**src/rtl/spectrum_buffer_writer.sv**
```systemverilog
// spectrum_buffer_writer
//   Collects one frame of 2^ADDR_W unsigned magnitude samples into an external
//   buffer while tracking the frame maximum. After the last sample it pulses
//   adaptation_start_o and waits for adaptation_done_i. It flags a sticky
//   timeout if that pulse does not arrive in time.
//
// Ports
//   clk, rst_n            clock (rising edge), asynchronous active-low reset
//   sample_valid_i/_data_i/sample_ready_o   upstream sample handshake
//   write_buffer_addr_o/_data_o/_wen_o      buffer write port, one cycle after transfer
//   adaptation_start_o    one-cycle pulse once the frame is complete
//   max_value_o           frame maximum, held while waiting for the adapter
//   adaptation_done_i     adapter completion pulse
//   timeout_err_o         sticky: adapter did not finish within TIMEOUT_CYCLES
module spectrum_buffer_writer #(
   parameter int DATA_W         = 64,
   parameter int ADDR_W         = 10,
   parameter int TIMEOUT_CYCLES = 4096
) (
   input  logic              clk,
   input  logic              rst_n,
   input  logic              sample_valid_i,
   input  logic [DATA_W-1:0] sample_data_i,
   output logic              sample_ready_o,
   output logic [ADDR_W-1:0] write_buffer_addr_o,
   output logic [DATA_W-1:0] write_buffer_data_o,
   output logic              write_buffer_wen_o,
   output logic              adaptation_start_o,
   output logic [DATA_W-1:0] max_value_o,
   input  logic              adaptation_done_i,
   output logic              timeout_err_o
);

   localparam int TW = (TIMEOUT_CYCLES > 1) ? $clog2(TIMEOUT_CYCLES) : 1;

   typedef enum logic [1:0] {
      FILL,
      START,
      WAIT_DONE
   } state_t;

   state_t            state_q, state_d;
   logic [ADDR_W-1:0] cnt_q;
   logic [TW-1:0]     tcnt_q;
   logic              xfer;
   logic              last_xfer;
   logic              tmo_hit;

   // sample_ready_o is only high in FILL, so a transfer implies FILL
   assign xfer      = sample_valid_i & sample_ready_o;
   assign last_xfer = xfer & (cnt_q == '1);
   assign tmo_hit   = (tcnt_q == TW'(TIMEOUT_CYCLES - 1));

   always_ff @(posedge clk or negedge rst_n) begin
      if (!rst_n) begin
         state_q <= FILL;
      end else begin
         state_q <= state_d;
      end
   end

   always_comb begin
      state_d = state_q;
      case (state_q)
         FILL:      if (last_xfer) state_d = START;
         START:     state_d = WAIT_DONE;
         WAIT_DONE: if (adaptation_done_i || tmo_hit) state_d = FILL;
         default:   state_d = FILL;
      endcase
   end

   always_ff @(posedge clk or negedge rst_n) begin
      if (!rst_n) begin
         cnt_q               <= '0;
         tcnt_q              <= '0;
         max_value_o         <= '0;
         sample_ready_o      <= 1'b0;
         write_buffer_wen_o  <= 1'b0;
         write_buffer_addr_o <= '0;
         write_buffer_data_o <= '0;
         adaptation_start_o  <= 1'b0;
         timeout_err_o       <= 1'b0;
      end else begin
         // ready is registered from the next state so it stays low in reset
         // and rises on the first edge after release
         sample_ready_o     <= (state_d == FILL);
         write_buffer_wen_o <= xfer;
         adaptation_start_o <= last_xfer;

         if (xfer) begin
            write_buffer_addr_o <= cnt_q;
            write_buffer_data_o <= sample_data_i;
            cnt_q               <= cnt_q + 1'b1;
            if (sample_data_i > max_value_o) max_value_o <= sample_data_i;
         end

         if (state_q == WAIT_DONE) begin
            // done wins over a simultaneous timeout
            if (adaptation_done_i) begin
               tcnt_q      <= '0;
               max_value_o <= '0;
            end else if (tmo_hit) begin
               tcnt_q        <= '0;
               max_value_o   <= '0;
               timeout_err_o <= 1'b1;
            end else begin
               tcnt_q <= tcnt_q + 1'b1;
            end
         end
      end
   end

endmodule

```
**config.mk**
```make
export PLATFORM = sky130hd
export DESIGN_NAME = spectrum_buffer_writer
export DESIGN_NICKNAME = d
export VERILOG_FILES = /design/src/rtl/spectrum_buffer_writer.sv
export SDC_FILE = /design/constraint.sdc
export NUM_CORES = 1
export LEC_CHECK = 0
export CAP_MARGIN = 25
export CORE_MARGIN = 2
export CORE_UTILIZATION = 38
export DETAILED_ROUTE_END_ITERATION = 12
export MAX_ROUTING_LAYER = met4
export PLACE_DENSITY_LB_ADDON = 0.05
export SLEW_MARGIN = 5
export SYNTH_ARGS = -nofsm -noshare
export SYNTH_HDL_FRONTEND = slang
export SYNTH_SLANG_ARGS = --single-unit
```
**constraint.sdc**
```tcl
create_clock -name clk -period 5.9 [get_ports clk]
set_clock_uncertainty 0.2 [all_clocks]
set_input_delay 1.18 -clock clk [delete_from_list [all_inputs] [get_ports clk]]
set_output_delay 1.18 -clock clk [all_outputs]
set_load 0.1 [all_outputs]
```
# ---- Yosys cells after proc, flatten, opt, wreduce, memory -nomap -nowiden
# Index checks and enable logic that the tools add are counted.
dict set report totals {
  ff_bits 166
  latchBits 0
  ram_bits 0
  mem_bits_ro 0
  out_inout_bits 142
  n_memories 0
}
dict set report classes {
  n_addsub 2
  n_mul 0
  n_div 0
  n_lt_le_gt_ge 1
  n_eq_ne 4
  n_shift 0
  mux 10
  bitwise 3
  reduce_logical 4
}
# operator count
set ops {}
lappend ops {{2-to-1 mux 64 bit} 5}
lappend ops {{greater-than comparator 64 bit} 1}
lappend ops {{2-to-1 mux 12 bit} 2}
lappend ops {{adder 12 x 1 -> 12 bit, second input constant} 1}
lappend ops {{equality test 12 bit, second input constant} 1}
lappend ops {{adder 10 x 1 -> 10 bit, second input constant} 1}
lappend ops {{equality test 10 bit, second input constant} 1}
lappend ops {{case mux 2 bit (3 select lines)} 1}
lappend ops {{zero test 2 bit} 2}
lappend ops {{2-to-1 mux 2 bit} 2}
lappend ops {{AND reduction 3 bit} 1}
lappend ops {{AND 1 bit} 2}
lappend ops {{equality test 2 x 1 -> 1 bit, second input constant} 1}
lappend ops {{equality test 2 bit, second input constant} 1}
lappend ops {{logical OR 1 bit} 1}
lappend ops {{NOT 1 bit} 1}

# ---- Longest topological paths before layout
dict set report logic_depth {
  ltp_word 6
  mapped_depth 12
}

# ---- Least setup slack after synthesis
# Ideal clock, no wire load.
dict set report synth_timing {
  path_kind {input port to flip-flop}
  from {in sample_data_i[47]}
  to {reg max_value_o[60]}
  setup_time_ns 0.078
  arrival_ns 3.149
  slack_ns 2.473
  path_stages 10
  path_cell_list {ha_1 -> a21oi_1 -> o21ai_0 -> a21oi_1 -> o311ai_1 -> a2111o_1 -> a211oi_4 -> clkbuf_1 -> o21ai_1 -> a21oi_1}
}
dict set report synth_between {
  elab_chain_len 6
}
# item line_no
set synth_rtl {}
lappend synth_rtl {{start, declared} 23} ;# input logic [DATA_W-1:0] sample_data_i,
lappend synth_rtl {{greater-than comparator 64 bit *} 94} ;# if (sample_data_i > max_value_o) max_value_o <= sample_data_i;
lappend synth_rtl {{2-to-1 mux 64 bit *} 94}
lappend synth_rtl {{2-to-1 mux 64 bit *} 90} ;# if (xfer) begin
lappend synth_rtl {{2-to-1 mux 64 bit} 102} ;# end else if (tmo_hit) begin
lappend synth_rtl {{2-to-1 mux 64 bit} 99} ;# if (adaptation_done_i) begin
lappend synth_rtl {{2-to-1 mux 64 bit *} 97} ;# if (state_q == WAIT_DONE) begin
lappend synth_rtl {{end signal, assigned} 94}
lappend synth_rtl {{end, declared} 29} ;# output logic [DATA_W-1:0] max_value_o,
# Mark *: on every way between the ends. The rest lies on a longest branch, timed or not.
# A chain may end at the register's enable or synchronous reset.

# ---- Worst setup path in the final report
dict set report layout_timing {
  from {in sample_data_i[61]}
  to {reg max_value_o[33]}
}
# The elaborated chain is that of the path after synthesis.

==> flow_summary.toml <==
[placed_design]
placed_area_um2 = 10700
place_ws_ns = 1.16
portBuffers = 209
dp_cells = 1247
hpwl_um = 15400
routabilityCongestion = 0.802

[clock_tree]
postCtsHoldBufs = 0
tritoncts = "yes"
clock-sinks = 166
cts_buffers = 17
clock_latency_ns = 0.44
cts_max_level = 4
post_cts_buffers = 0
path_clk_slew_ns = 0.07
cts_resized = 0
root_buffer = "clkbuf_16"
clk_path_buf_depth = 2

[synthesis]
synth_area_leader_cell = "dfrtp_1"
synth_cells = 788
synth-main-ff-cell = "dfrtp_1"
syn_area_per_cell_um2 = 10.7
yosysWarnings = 0
synthesis.nets = 922
synth-seq-cells = 166
synth_cell_types = 45
async_reset_ff_frac = 1.00
synth_area_um2 = 8390
synthDominantCellAreaShare = 0.495
synth-edff-count = 0
ys_seq_area_frac = 0.495
synth.area.top_cells = "dfrtp_1, mux2_2, ha_1, a21oi_1, nand3_1"

[sta]
min_period_over_period = 0.722
relSlewSlack = 0.297
finalSetupViolCount = 0
tns_ns = 0
hold_viol_final = 0
finalCriticalPeriod_ns = 4.26
setup_ws_ns = 1.64
finalMaxSlewViolations = 0
rsz0062_at_grt = "no"
worst_pin_slew_ns = 1.05
timing.fmax_ghz = 0.235

[floorplan]
num_rows = 54
die-area_um2 = 23300
die_h_um = 153
ioPinCount = 210
coreArea_um2 = 21800
dieWidth_um = 153
start_util = 0.386

[outcome]
outcome = "finished clean"

[final_layout]
fin_cells = 1280
fin_util = 0.520
stdcell_area_um2 = 11300
layout.nets = 1121
multi_input_area_um2 = 3730
diodes = 0
fill_cells = 2015
area_growth_syn_to_layout_pct = 34.7
seq_area_um2 = 4150
drive_above_1_share = 0.129

[power_and_ir_drop]
power.density_nw_per_um2 = 597
p_leak_nw = 4.88
ir_drop_mv = 0.279

[global_route]
antenna_found_initial = 0
met1_usage = 0.287
use_met3 = 0.0489
grt_pass1_vias = 6654
grt.met2_usage = 0.298
grt-busiest-layer = "met2"
grt_pass1_wl_um = 37000
grt_usage = 0.204
grt_overflow = 0
grt_max_degree = 99

[worst_setup_path]
reg2reg_to = "max_value_o[33]"
cp_data_required_time_ns = 6.04
worst_path_max_delay_cell = "a211o_2"
cpPeakStageDelay_ns = 0.59
path_cells = "clkdlybuf4s50_1 > ha_1 > nand4_1 > or3_4 > nor4_4 > nand2_2 > nor2_4 > a211o_2 > buf_4 > nand3_1 > a21oi_1"
critPathMaxFanout = 32
cp_top_family = "simple AND/OR/NAND/NOR gates"
path_class = "in -> reg"
end_kind = "flip-flop"
worstReg2RegStart = "max_value_o[25]"
reg2regPathDepth = 11
cp_num_buf_inv = 2
start_kind = "input port"
arrival_ns = 4.40
worst-r2r-setup-slack_ns = 2.46

[hold_path]
min_to = "timeout_err_o"
hp-start = "timeout_err_o"
worst_hold_path_type = "reg -> reg"
min_path_cells = 1

[drt]
routed_wl_um = 22600
drcViolationCount = 0
vias = 6604
avgRoutedWirePerCell_um = 17.7
drt-initial-drc-count = 338
drtAntennaViolNets = 0
drtPass1Iterations = 4
viasPerCell = 5.16

[flow_run]
cap_violations = 0
metrics by stage:
step                power, mW  hold WS, ns
finish                   6.75        0.268
global route             7.11        0.285
CTS                      6.81        0.273
detailed placement       5.63        0.255
global placement         5.61        0.252
floorplan                4.72        0.254
cell usage in the layout, fill, tap and decap left out, types with 3 or more instances in the layout:
master,count
and3_1,8
inv_1,69
nand2_1,32
ha_1,66
a21oi_1,90
nand3_1,72
mux2_2,74
xnor2_1,9
nor4_1,3
clkinvlp_4,3
dfrtp_1,166
buf_4,9
xor2_1,7
o21ai_0,24
a21o_1,4
clkdlybuf4s50_1,208
nand2b_1,4
nand4_1,15
nor2b_1,3
nor2_1,15
inv_6,3
clkbuf_16,17
o21ai_1,60
how the worst max path moves through the flow:
| stage | from | to | slack, ns | cells after the start |
|---|---|---|---|---|
| floorplan | sample_data_i[47] | max_value_o[60] | 2.47 | 10 |
| global placement | sample_data_i[61] | max_value_o[47] | 1.24 | 11 |
| detailed placement | sample_data_i[61] | max_value_o[33] | 1.16 | 11 |
| CTS | sample_data_i[61] | max_value_o[33] | 1.63 | 11 |
| global route | sample_data_i[26] | max_value_o[46] | 1.41 | 11 |
| finish | sample_data_i[61] | max_value_o[33] | 1.64 | 11 |
synthesized netlist by cell type, types with 2 or more instances:
library cell	instances
dfrtp_1	166
a21oi_1	91
mux2_2	74
nand3_1	72
inv_1	69
ha_1	66
o21ai_1	60
nand2_1	33
o21ai_0	24
clkbuf_1	16
nor2_1	16
nand4_1	15
buf_2	12
xnor2_1	9
and3_1	8
buf_12	7
xor2_1	7
buf_1	5
a21o_1	4
nand2b_1	4
nor2b_1	3
nor4_1	3
a211oi_1	2
sequential cells by signal, indices dropped and copies added (netlist names):
signal               flops
tcnt_q                  12
sample_ready_o           1
write_buffer_wen_o       1
max_value_o             64
timeout_err_o            1
state_q                  2
adaptation_start_o       1
write_buffer_addr_o     10
cnt_q                   10
write_buffer_data_o     64
where the power goes:
part           leakage, nW  total (mW)  internal (mW)  switching [mW]
sequential            2.03        1.67           1.44           0.229
clock                0.287        1.16          0.650           0.508
combinational         2.55        3.93          0.984            2.94
cell families (layout without fill, tap and decap cells):
group,count (synthesis),count (layout),share of synthesized area
muxes,74,74,0.0993
AOI/OAI and AO/OA,195,195,0.127
adders and majority gates,66,66,0.0984
buffers and inverters,109,321,0.0641
DFF,166,166,0.495
xor gates and xnor gates,16,16,0.0167
and+or+nand+nor,162,162,0.0996
layer usage:
metal | vias up | part of all wire
met3 | 17 | 0.052
met5 | - | 0
met4 | 0 | 0.010
met2 | 176 | 0.44
met1 | 3233 | 0.50
li1 | 3178 | -
cell type report:
cell class / count / share of cell area
clock buffer: 19 / 0.0392
clock inverter: 13 / 0.0146
inverter: 69 / 0.0229
multi-input combinational: 513 / 0.330
sequential: 166 / 0.367
tap: 280 / 0.0310
timing repair buffer: 220 / 0.195
Power figures use the tool's default switching activity.
